===== src/rtl/ps2_rx_fifo.sv =====
// PS/2 keyboard receiver: sync + glitch filter, 11-bit deframer with parity/stop/timeout checks, break folding, show-ahead FIFO.
// Latency: code pushed the cycle after the stop-bit falling edge, visible at the FIFO head one cycle later.
// Backpressure: m_valid/m_ready pop; a good code arriving at a full FIFO without a same-cycle pop is dropped with an overflow pulse.
module ps2_rx_fifo #(
  parameter int FILTER_LEN   = 8,
  parameter int TIMEOUT_CYC  = 50000,
  parameter int DEPTH        = 16,
  parameter int DECODE_BREAK = 1
) (
  input  logic                       clk,
  input  logic                       rst,
  input  logic                       ps2c,
  input  logic                       ps2d,
  input  logic                       m_ready,
  output logic                       m_valid,
  output logic [7:0]                 m_code,
  output logic                       m_rel,
  output logic [$clog2(DEPTH+1)-1:0] count,
  output logic                       parity_err,
  output logic                       frame_err,
  output logic                       overflow
);

  localparam int AW = $clog2(DEPTH);
  localparam int CW = $clog2(DEPTH + 1);
  localparam int FW = $clog2(FILTER_LEN);
  localparam int TW = $clog2(TIMEOUT_CYC);
  localparam logic [FW-1:0] FILT_MAX = FW'(FILTER_LEN - 1);
  localparam logic [TW-1:0] TMO_MAX  = TW'(TIMEOUT_CYC - 1);
  localparam logic [CW-1:0] FULL_CNT = CW'(DEPTH);

  typedef enum logic [1:0] {S_IDLE, S_DATA, S_PARITY, S_STOP} state_t;

  // ---------------------------------------------------------------
  // Input synchronisers and clock glitch filter
  // ---------------------------------------------------------------
  logic [1:0]    c_sync_q, d_sync_q;
  logic          c_s, d_s;
  logic          ps2c_f_q, ps2c_f_d;
  logic [FW-1:0] fcnt_q, fcnt_d;
  logic          fe;

  assign c_s = c_sync_q[1];
  assign d_s = d_sync_q[1];

  // Two-flop synchronisers for both asynchronous PS/2 lines (idle high).
  always_ff @(posedge clk) begin
    if (!rst) begin
      c_sync_q <= 2'b11;
      d_sync_q <= 2'b11;
    end else begin
      c_sync_q <= {c_sync_q[0], ps2c};
      d_sync_q <= {d_sync_q[0], ps2d};
    end
  end

  // Filtered clock flips only after FILTER_LEN consecutive samples disagree with it.
  always_comb begin
    ps2c_f_d = ps2c_f_q;
    fcnt_d   = '0;
    if (c_s != ps2c_f_q) begin
      if (fcnt_q == FILT_MAX) begin
        ps2c_f_d = c_s;
      end else begin
        fcnt_d = fcnt_q + 1'b1;
      end
    end
  end

  // Filter state register.
  always_ff @(posedge clk) begin
    if (!rst) begin
      ps2c_f_q <= 1'b1;
      fcnt_q   <= '0;
    end else begin
      ps2c_f_q <= ps2c_f_d;
      fcnt_q   <= fcnt_d;
    end
  end

  // Falling edge is flagged in the cycle the filter decides to drop, so it is exactly one cycle wide.
  assign fe = ps2c_f_q & ~ps2c_f_d;

  // ---------------------------------------------------------------
  // Frame deframer FSM
  // ---------------------------------------------------------------
  state_t        state_q, state_d;
  logic [2:0]    bitcnt_q, bitcnt_d;
  logic [7:0]    data_q, data_d;
  logic          par_q, par_d;
  logic [TW-1:0] tmo_q, tmo_d;
  logic          good_d, perr_d, ferr_d;
  logic          good_q, perr_q, ferr_q;

  // Next-state logic: shift bits on each filtered falling edge, judge the frame at the stop bit.
  always_comb begin
    state_d  = state_q;
    bitcnt_d = bitcnt_q;
    data_d   = data_q;
    par_d    = par_q;
    tmo_d    = '0;
    good_d   = 1'b0;
    perr_d   = 1'b0;
    ferr_d   = 1'b0;
    if (state_q != S_IDLE && !fe) begin
      tmo_d = tmo_q + 1'b1;
    end
    case (state_q)
      S_IDLE: begin
        if (fe && !d_s) begin
          state_d  = S_DATA;
          bitcnt_d = 3'd0;
        end
      end
      S_DATA: begin
        if (fe) begin
          data_d[bitcnt_q] = d_s;
          if (bitcnt_q == 3'd7) begin
            state_d = S_PARITY;
          end else begin
            bitcnt_d = bitcnt_q + 3'd1;
          end
        end
      end
      S_PARITY: begin
        if (fe) begin
          par_d   = d_s;
          state_d = S_STOP;
        end
      end
      S_STOP: begin
        if (fe) begin
          state_d = S_IDLE;
          if (!d_s) begin
            ferr_d = 1'b1;
          end else if (~^{data_q, par_q}) begin
            perr_d = 1'b1;
          end else begin
            good_d = 1'b1;
          end
        end
      end
      default: state_d = S_IDLE;
    endcase
    // A stalled frame is abandoned; an edge arriving on the same cycle wins.
    if (state_q != S_IDLE && !fe && tmo_q == TMO_MAX) begin
      state_d = S_IDLE;
      ferr_d  = 1'b1;
      tmo_d   = '0;
    end
  end

  // FSM registers plus the one-cycle verdict pulses.
  always_ff @(posedge clk) begin
    if (!rst) begin
      state_q  <= S_IDLE;
      bitcnt_q <= 3'd0;
      data_q   <= 8'h00;
      par_q    <= 1'b0;
      tmo_q    <= '0;
      good_q   <= 1'b0;
      perr_q   <= 1'b0;
      ferr_q   <= 1'b0;
    end else begin
      state_q  <= state_d;
      bitcnt_q <= bitcnt_d;
      data_q   <= data_d;
      par_q    <= par_d;
      tmo_q    <= tmo_d;
      good_q   <= good_d;
      perr_q   <= perr_d;
      ferr_q   <= ferr_d;
    end
  end

  assign parity_err = perr_q;
  assign frame_err  = ferr_q;

  // ---------------------------------------------------------------
  // Break folding and FIFO
  // ---------------------------------------------------------------
  // data_q is still the judged byte in the cycle after the stop edge: the
  // next frame cannot shift a data bit in for many filter periods.
  logic          is_break, push_req, pop, full, do_push;
  logic          break_pend_q, ovf_q;
  logic [AW-1:0] wr_q, rd_q;
  logic [CW-1:0] count_q;
  logic [8:0]    mem_q [DEPTH];

  assign is_break = (DECODE_BREAK != 0) && (data_q == 8'hF0);
  assign push_req = good_q && !is_break;
  assign full     = (count_q == FULL_CNT);
  assign pop      = m_valid && m_ready;
  assign do_push  = push_req && (!full || pop);

  // Break-pending flag: set by F0, consumed by the next good code even if it is dropped.
  always_ff @(posedge clk) begin
    if (!rst) begin
      break_pend_q <= 1'b0;
    end else if (good_q && is_break) begin
      break_pend_q <= 1'b1;
    end else if (push_req) begin
      break_pend_q <= 1'b0;
    end
  end

  // FIFO storage; contents need no reset since the head is gated by m_valid.
  always_ff @(posedge clk) begin
    if (do_push) begin
      mem_q[wr_q] <= {break_pend_q, data_q};
    end
  end

  // Pointers, occupancy and overflow pulse; pointers wrap naturally at power-of-two DEPTH.
  always_ff @(posedge clk) begin
    if (!rst) begin
      wr_q    <= '0;
      rd_q    <= '0;
      count_q <= '0;
      ovf_q   <= 1'b0;
    end else begin
      ovf_q <= push_req && full && !pop;
      if (do_push) wr_q <= wr_q + 1'b1;
      if (pop)     rd_q <= rd_q + 1'b1;
      case ({do_push, pop})
        2'b10:   count_q <= count_q + 1'b1;
        2'b01:   count_q <= count_q - 1'b1;
        default: count_q <= count_q;
      endcase
    end
  end

  assign overflow        = ovf_q;
  assign count           = count_q;
  assign m_valid         = (count_q != '0);
  assign {m_rel, m_code} = m_valid ? mem_q[rd_q] : 9'h000;

endmodule

===== config.mk =====
export PLATFORM = sky130hd
export DESIGN_NAME = ps2_rx_fifo
export DESIGN_NICKNAME = d
export VERILOG_FILES = /design/src/rtl/ps2_rx_fifo.sv
export SDC_FILE = /design/constraint.sdc
export NUM_CORES = 1
export LEC_CHECK = 0
export ABC_AREA = 1
export CORE_ASPECT_RATIO = 1.5
export CORE_MARGIN = 1
export CORE_UTILIZATION = 45
export CTS_BUF_LIST = sky130_fd_sc_hd__clkbuf_16
export CTS_CLUSTER_SIZE = 14
export DETAILED_ROUTE_END_ITERATION = 8
export PLACE_DENSITY_LB_ADDON = 0.08
export RECOVER_POWER = 100
export SLEW_MARGIN = 0
export SYNTH_ARGS = -nofsm -noshare
export SYNTH_HDL_FRONTEND = slang
export SYNTH_SLANG_ARGS = --single-unit

===== constraint.sdc =====
create_clock -name clk -period 3.1 [get_ports clk]
set_clock_uncertainty 0.05 [all_clocks]
set_input_delay 0.31 -clock clk [delete_from_list [all_inputs] [get_ports clk]]
set_output_delay 0.31 -clock clk [all_outputs]
set_load 0.01 [all_outputs]

Yosys cells after proc, flatten, opt, wreduce, memory -nomap -nowiden
Memories as Yosys holds them, arrays and structs flattened. A register that Yosys moved wholly into a read port is not among the register bits.
Cells that the tools add are included.
- add/subtract/negate cells: 7
- multiply operators: 0
- div/mod/pow operators: 0
- $lt $le $gt $ge: 2
- equality and inequality tests: 17
- shifts and indexed selects: 0
- mux-type cells: 29
- bitwise operators: 5
- reductions and logical operators: 31
- operator list (cell ; count):
    adder 16 x 1 -> 16 bit, second input constant ; 1
    equality test 16 bit, second input constant ; 1
    2-to-1 mux 1 bit ; 13
    != test 2 bit, second input constant ; 6
    logical AND 1 bit ; 10
    2-to-1 mux 2 bit ; 5
    one-hot mux 5 bit (2 select lines) ; 1
    2-to-1 mux 3 bit ; 3
    2-to-1 mux 9 bit ; 1
    XNOR reduction 9 bit ; 1
    adder 4 x 1 -> 4 bit, second input constant ; 2
    bitwise mux 8 bit ; 1
    equality test 8 bit, second input constant ; 1
    2-to-1 mux 4 bit ; 2
    one-hot mux 2 bit (4 select lines) ; 1
    AND reduction 4 bit ; 2
    nonzero test 2 bit ; 4
    adder 3 x 1 -> 3 bit, second input constant ; 2
    equality test 2 bit, second input constant ; 3
    equality test 3 bit, second input constant ; 2
    one-hot mux 3 bit (2 select lines) ; 1
    OR reduction 3 bit ; 2
    adder 5 x 1 -> 5 bit, second input constant ; 1
    equality test 5 bit, second input constant ; 1
    15 further kinds ; 24
- register bits after elaboration: 56
- latch bits: 0
- RAM bits: 144
- ROM bits: 0
- input bits: 5
- output and inout bits: 18
- word-level logic and storage cells: 109
- memories: 1
- memory list (memory ; words ; width ; rd ports ; clocked after memory_dff ; write ports ; RTL line ; RTL):
    mem_q ; 16 ; 9 ; 1 ; 1 ; 1 ; 188 ; logic [8:0] mem_q [DEPTH];

Logic depth before layout (Yosys ltp)
Gate-level depths: netlist (run 1).
- depth in word-level cells: 9
- mapped depth: 18

Least setup slack after synthesis (run 1)
Ideal clock, no wire load.
- kind: reg2reg
- from: register data_q[0]
- to: memory mem_q[11][0] (enable)
- data arrival time: 1.740 ns
- slack: 0.936 ns
- cell stages (with the launch flop): 11
- buffers on the path: 0
- cells stage by stage: dfxtp_1 -> inv_1 -> nand2_1 -> nor2_1 -> nand2_4 -> nand2_4 -> nor2_2 -> inv_1 -> nor2_1 -> nand2_1 -> nor2_1
- cells in the longest elaborated chain, start to end: 6
- ends and longest elaborated chain (element ; RTL line ; RTL):
    from (decl) ; 89 ; logic [7:0] data_q, data_d;
    from (signal assigned) ; 167 ; data_q <= data_d;
    equality test 8 bit ; 190 ; assign is_break = (DECODE_BREAK != 0) && (data_q == 8'hF0);
    logical NOT 1 bit ; 191 ; assign push_req = good_q && !is_break;
    logical AND 1 bit ; 191 ;
    logical AND 1 bit ; 194 ; assign do_push = push_req && (!full || pop);
    2-to-1 mux 1 bit ; 209 ; if (do_push) begin
    2-to-1 mux 1 bit (not written as such) ; 210 ; mem_q[wr_q] <= {break_pend_q, data_q};
    to (decl) ; 188 ;
Every way passes these cells.

==> implementation parameters, run 1 <==
Parameter                              Value

Synthesis
  Post-synthesis instance total    777
  Number of enable-type register cells in the synthesized netlist    144
  Synthesized Nets    approximately 800
  Mapped cell area    8440 sq um
  Count of cell types in the netlist    38
  Part of the Yosys area used for sequential elements    0.655
  Seq cells post-synth    204
  Avg Cell Area, Syn    10.9 sq um
  Share of the synthesized area in the top cell type    0.512
  Synth top area cells    edfxtp_1 (51%), dfxtp_1 (14%), nor2_1 (6.1%), o21ai_0 (5.7%), a21oi_1 (2.5%)
  Async set or reset register ratio after synthesis    0
  Leading register cell type out of synthesis    edfxtp_1
  Library cell occupying the most area in the post-synthesis netlist    edfxtp_1
  YS warnings    0

Power and ir drop
  Cell Int Power    between 5 and 6 mW
  VDD IR max    ~0.47 mV
  Portion of total power attributed to sequential cells    0.417
  Clock share of power    0.338
  Gate power share    0.245
  Reported leakage power    3.52 nW
  Switching pwr    about 2.2 mW
  Pwr/cell area    746 nW/um^2
  Switching power as a share of total power    0.299

Drt
  Wirelength per Cell    18.1 microns
  First-pass detailed-route iteration total    4
  Remaining antenna violation count after routing    0
  Violation count after the first detailed-routing iteration    ~340
  Total detailed-routing wirelength    between 15 and 20 mm
  DRC    0
  Via Count    5815
  Drt via density    5.32

Layout
  Post-layout utilization of the core    0.526
  Post-synthesis to final-layout area growth    15.1%
  Antenna diode count    0
  Fin nets    847
  Post-Layout Inst Area    9720 sq um
  Fraction of layout cells with a size suffix above 1    0.0773
  FILL cells    1683

STA
  Finish-stage setup viols    0
  Hold violation count in the final report    0
  Worst hold-check slack    between 0.3 and 0.4 ns
  Total negative slack for setup checks    0 ns
  Unrepaired setup endpoints after global routing    false
  Achievable Freq    between 300 and 400 MHz
  Minimum clock period    2.95 ns
  Period utilisation layout    0.953
  Max_slew headroom    0.224
  Transition time at the pin with the least slew margin    ~1.2 ns
  Max-slew violation count    0

Die
  Area of the die    19300 sq um
  Die Width    114 microns
  Num ports    23
  Die height    ~170 microns
  Starting utilization of the core area    0.457
  Placeable core region    about 18000 sq um
  Number of placement rows    61

Worst setup path
  Ordered list of cells on the worst path    buf_12 > o21ai_0 > o22ai_1 > nor2_1 > nor2_1 > o21ai_1 > a21oi_1 > clkdlybuf4s50_1
  Data arrival time of the critical path    2.59 ns
  Logic depth of the worst register-to-register path    11
  Cell family with most CP delay    buffers and inverters
  Startpoint Class    flop
  WP depth    8
  Buffer and inverter count on the worst path    2
  Worst path most repeated cell    nor2_1
  Maximum fanout along the worst path    72
  Required @ worst endpoint    around 2.7 ns
  Critical path type    flop to primary output
  Slowest CP cell    clkdlybuf4s50_1
  Critical Path End Type    primary output
  Delay of the slowest cell on the worst path    around 0.56 ns

Global routing
  Number of antenna violations at the first check in global routing    0
  Wire length of the first global-routing pass    31.2 mm
  Tot GR Track Use    0.213
  Vias in the first global route    ~5.8k
  Met2 Usage GRT    0.399
  Overflow left after global routing    0
  Largest net degree at the start of global routing    73
  Met3 demand-to-capacity share in global routing    0.0268
  Global routing met1 resource utilization    0.241
  Most utilized layer in the global route result    met2

Clock network
  Later-pin clock latency in the skew report    a little under 0.5 ns
  Cell chosen for the clock root    clkbuf_16
  CTS clock-pin slew for the worst setup and hold paths    ~0.060 ns
  Total clock sinks    ~200
  Post-CTS Hold Buffers    0
  Longest Clk Path Bufs    3
  Number of buffers inserted during clock tree synthesis    20
  CTS tree    yes
  Htree depth    1

Placed design
  Count of buffers inserted at the top-level ports    22
  HPWL reported at the end of detailed placement    13.4 mm
  Placement Cell Area    9140 sq um
  GP Congestion    0.826

Worst hold path
  Class of the most critical hold timing path    input pin to flop
  Worst hold path cell count    2

Job
  MaxCap Viol Count    0

Outcome
  Outcome    completed
metal layers:
| layer | wire length [microns] | part of all wire | up-vias |
|---|---|---|---|
| li1 | - | - | 2851 |
| met1 | 7850 | 0.40 | 2790 |
| met2 | 10400 | 0.53 | 130 |
| met3 | 782 | 0.039 | 44 |
| met4 | 739 | 0.037 | 0 |
| met5 | 0 | 0 | - |
layout by cell type (no fill, tap or decap), drive strengths merged:
cell type / instances
dfxtp: 60
xor2: 6
clkdlybuf4s50: 11
inv: 66
nor2: 141
o221ai: 22
o21ai: 102
a311oi: 6
and3: 1
or2: 6
ha: 15
edfxtp: 144
dlymetal6s2s: 1
nand4: 4
o211ai: 2
clkbuf: 48
a31oi: 2
clkinvlp: 1
nor3: 8
nand3: 28
a21oi: 44
clkinv: 9
nand3b: 1
nand2: 63
dlygate4sd3: 10
o311a: 1
o22ai: 14
o21a: 1
a211oi: 3
nor4: 2
xnor2: 6
buf: 10
bufinv: 3
worst paths after layout:
check                                 start           to  slack [ns]
worst min register to register  d_sync_q[0]  d_sync_q[1]        0.37
worst max-delay path                   flop    m_code[5]        0.15
worst max register to register    data_q[2]  mem_q[3][6]        0.46
worst min-delay path                   ps2d  d_sync_q[0]        0.33
logic make-up (layout without fill, tap and decap cells):
logic type      after synthesis  in the layout  share of synthesized area
compound gates              197            197                      0.134
buf+inv                      95            159                     0.0448
fa+ha+maj                    15             15                     0.0222
simple gates                254            254                      0.131
flops                       204            204                      0.655
xor+xnor                     12             12                     0.0125
Yosys cell counts (4+ instances only):
| library cell | n |
|---|---|
| edfxtp_1 | 144 |
| nor2_1 | 138 |
| o21ai_0 | 96 |
| dfxtp_1 | 60 |
| inv_1 | 56 |
| nand2_1 | 54 |
| a21oi_1 | 43 |
| nand3_1 | 25 |
| clkbuf_1 | 22 |
| o221ai_1 | 22 |
| ha_1 | 15 |
| o22ai_1 | 14 |
| nand2_2 | 7 |
| a311oi_1 | 6 |
| o21ai_1 | 6 |
| or2_2 | 6 |
| xnor2_1 | 6 |
| xor2_1 | 6 |
| buf_2 | 5 |
| inv_2 | 5 |
| nand4_1 | 4 |
| nor3_1 | 4 |
| nor3_2 | 4 |
power by group through the flow:
stage          Sequential [mW]  Combinational, mW  Clock, mW
2_1_floorplan             3.05               1.15          0
3_3_place_gp              3.07               1.79          0
4_1_cts                   3.02               1.83       2.51
5_1_grt                   3.04               1.97       2.60
6_report                  3.02               1.78       2.45
3_5_place_dp              3.08               1.81          0
through the flow:
step           worst slack (ns)  total power [mW]  instances
3_5_place_dp              0.344              4.90       1057
3_3_place_gp              0.327              4.87       1057
4_1_cts                  0.0228              7.37       1093
5_1_grt                  0.0262              7.61       1093
2_1_floorplan             0.936              4.20        777
6_report                  0.145              7.25       1093
sequential cells by signal (all words and copies together), names as in the netlist, named ones only:
signal and count:
rd_q 4, data_q 8, ps2c_f_q 1, state_q 2
overflow 1, fcnt_q 3, tmo_q 16, c_sync_q 2
wr_q 4, d_sync_q 2, par_q 1, parity_err 1
bitcnt_q 3, good_q 1, frame_err 1, break_pend_q 1
mem_q 144, count 5
cell type report:
cell class              instances  area [sq um]  area share
flip-flops and latches        204          5530       0.569
repair buffers                 59           428      0.0440
clock buffers                  21           526      0.0541
well taps                     252           315      0.0324
multi-input cells             478          2530       0.261
clock inverters                15           143      0.0147
inverters                      64           245      0.0252
repair_timing:
item	4_1_cts	5_1_grt
endpoints found under the setup margin	5	3
gates resized for setup	4	5
setup buffers	0	0
No activity file was read; power rests on OpenSTA's default activity.
==> inputs of run 2 (changes only) <==
Settings changed: CTS_BUF_LIST sky130_fd_sc_hd__clkbuf_16 to default.
==> run 2 against run 1 <==
- die area did not move
- largest power group unchanged
- cell count stayed put
- clock power barely moved
- register-to-register slack hardly changed
==> implementation parameters, run 2 (synthesis gave the netlist of run 1 again) <==
Parameter                              Value

Power and ir drop
  Switching power as a share of total power    0.298
  Switching pwr    about 2.2 mW
  VDD IR max    between 0.4 and 0.5 mV
  Pwr/cell area    748 nW/um^2
  Clock share of power    0.339
  Portion of total power attributed to sequential cells    0.416
  Cell Int Power    5.10 mW
  Gate power share    0.245
  Reported leakage power    3.50 nW

Layout
  Largest register by flop count    mem_q
  Biggest registers after layout    mem_q (144), tmo_q (16), data_q (8)
  Number of flip-flops under the largest register name    ~140
  Antenna diode count    0
  FILL cells    1683
  Commonest non-fill, non-tap cell in the layout    edfxtp_1
  Post-layout utilization of the core    0.526
  Fin nets    approximately 850
  Fraction of layout cells with a size suffix above 1    0.0773
  Highest-count cells in the layout ignoring fill and taps    edfxtp_1 (144), nor2_1 (140), o21ai_0 (96)
  Post-synthesis to final-layout area growth    15.1%

Clock network
  CTS clock-pin slew for the worst setup and hold paths    0.06 ns
  Post-CTS Hold Buffers    0
  CTS tree    yes
  Longest Clk Path Bufs    3
  Later-pin clock latency in the skew report    0.49 ns
  Total clock sinks    204
  Htree depth    1
  Number of buffers inserted during clock tree synthesis    20
  Number of setup buffers added after CTS    0
  Cell chosen for the clock root    clkbuf_16

STA
  Transition time at the pin with the least slew margin    1.15 ns
  Unrepaired setup endpoints after global routing    false
  Max_slew headroom    0.234
  Total negative slack for setup checks    0 ns
  Achievable Freq    ~340 MHz
  Period utilisation layout    0.952
  Max-slew violation count    0
  Minimum clock period    2.95 ns
  Finish-stage setup viols    0
  Hold violation count in the final report    0

Die
  Starting utilization of the core area    0.457
  Num ports    23
  Die height    approximately 170 microns
  Area of the die    19300 sq um
  Number of placement rows    61
  Die Width    about 110 microns
  Placeable core region    18500 sq um

Worst setup path
  Maximum fanout along the worst path    72
  Startpoint Class    flop
  Data arrival time of the critical path    2.59 ns
  Critical Path End Type    primary output
  Required @ worst endpoint    2.74 ns
  Critical path type    flop to primary output

Drt
  Violation count after the first detailed-routing iteration    approximately 340
  Drt via density    between 5 and 6
  Total detailed-routing wirelength    19.8 mm
  Wirelength per Cell    18.1 microns
  Via Count    5827
  First-pass detailed-route iteration total    4
  DRC    0
  Remaining antenna violation count after routing    0

Global routing
  Largest net degree at the start of global routing    73
  Number of antenna violations at the first check in global routing    0
  Vias in the first global route    just under 6k
  Overflow left after global routing    0
  Wire length of the first global-routing pass    31.2 mm
  Tot GR Track Use    0.213

Placed design
  GP Congestion    0.826
  Count of buffers inserted at the top-level ports    22
  HPWL reported at the end of detailed placement    ~13 mm

Job
  MaxCap Viol Count    0

Outcome
  Outcome    completed

Worst hold path
  Class of the most critical hold timing path    input pin to flop
==> run 2: final cells by class <==
class / instances / area [sq um] / area share
flip-flops and latches: 204 / 5530 / 0.569
multi-input cells: 478 / 2530 / 0.261
clock buffers: 26 / 544 / 0.0560
repair buffers: 59 / 428 / 0.0440
well taps: 252 / 315 / 0.0324
inverters: 64 / 245 / 0.0252
clock inverters: 10 / 124 / 0.0127
==> run 2: stage by stage <==
step | cell area, sq um | cells | power, mW | hold WS (ns) | setup slack [ns]
2_1_floorplan | 8440 | 777 | 4.20 | 0.343 | 0.936
3_3_place_gp | 9140 | 1057 | 4.87 | 0.345 | 0.327
3_5_place_dp | 9140 | 1057 | 4.90 | 0.349 | 0.344
4_1_cts | 9830 | 1093 | 7.38 | 0.312 | 0.0228
5_1_grt | 9720 | 1093 | 7.63 | 0.319 | 0.0262
6_report | 9720 | 1093 | 7.27 | 0.329 | 0.148
==> run 2: power by group through the flow <==
stage / clock, mW / sequential (mW) / combinational [mW]
global route: 2.62 / 3.04 / 1.97
floorplan: 0 / 3.05 / 1.15
finish: 2.47 / 3.02 / 1.78
CTS: 2.53 / 3.02 / 1.83
detailed placement: 0 / 3.08 / 1.81
global placement: 0 / 3.07 / 1.79
==> run 2: timing repair <==
action,4_1_cts,5_1_grt
endpoints found under the hold margin,0,0
gates resized for setup,4,5
endpoints found under the setup margin,5,3
==> run 2: metal layers <==
layer,vias to the layer above,wire [microns],global-route usage
li1,2850,-,-
met2,137,10500,0.399
met4,0,739,0.0875
met1,2796,7820,0.241
met5,-,0,0
met3,44,772,0.0268
==> run 2: path summary, 6_finish.rpt <==
path | startpoint | end | slack [ns] | cells past startpoint
max reg2reg | data_q[2] | mem_q[3][6] | 0.46 | 11
min | ps2d | d_sync_q[0] | 0.33 | 2
min reg2reg | d_sync_q[0] | d_sync_q[1] | 0.37 | 1
max | flop | m_rel | 0.15 | 6
==> run 2: worst max-delay path: stages (launching register included) <==
cell and delay (ns):
dfxtp_2 0.39, buf_12 0.30, o21ai_0 0.17, o221ai_2 0.27, nand3_1 0.13, a21oi_1 0.20, clkdlybuf4s50_1 0.60
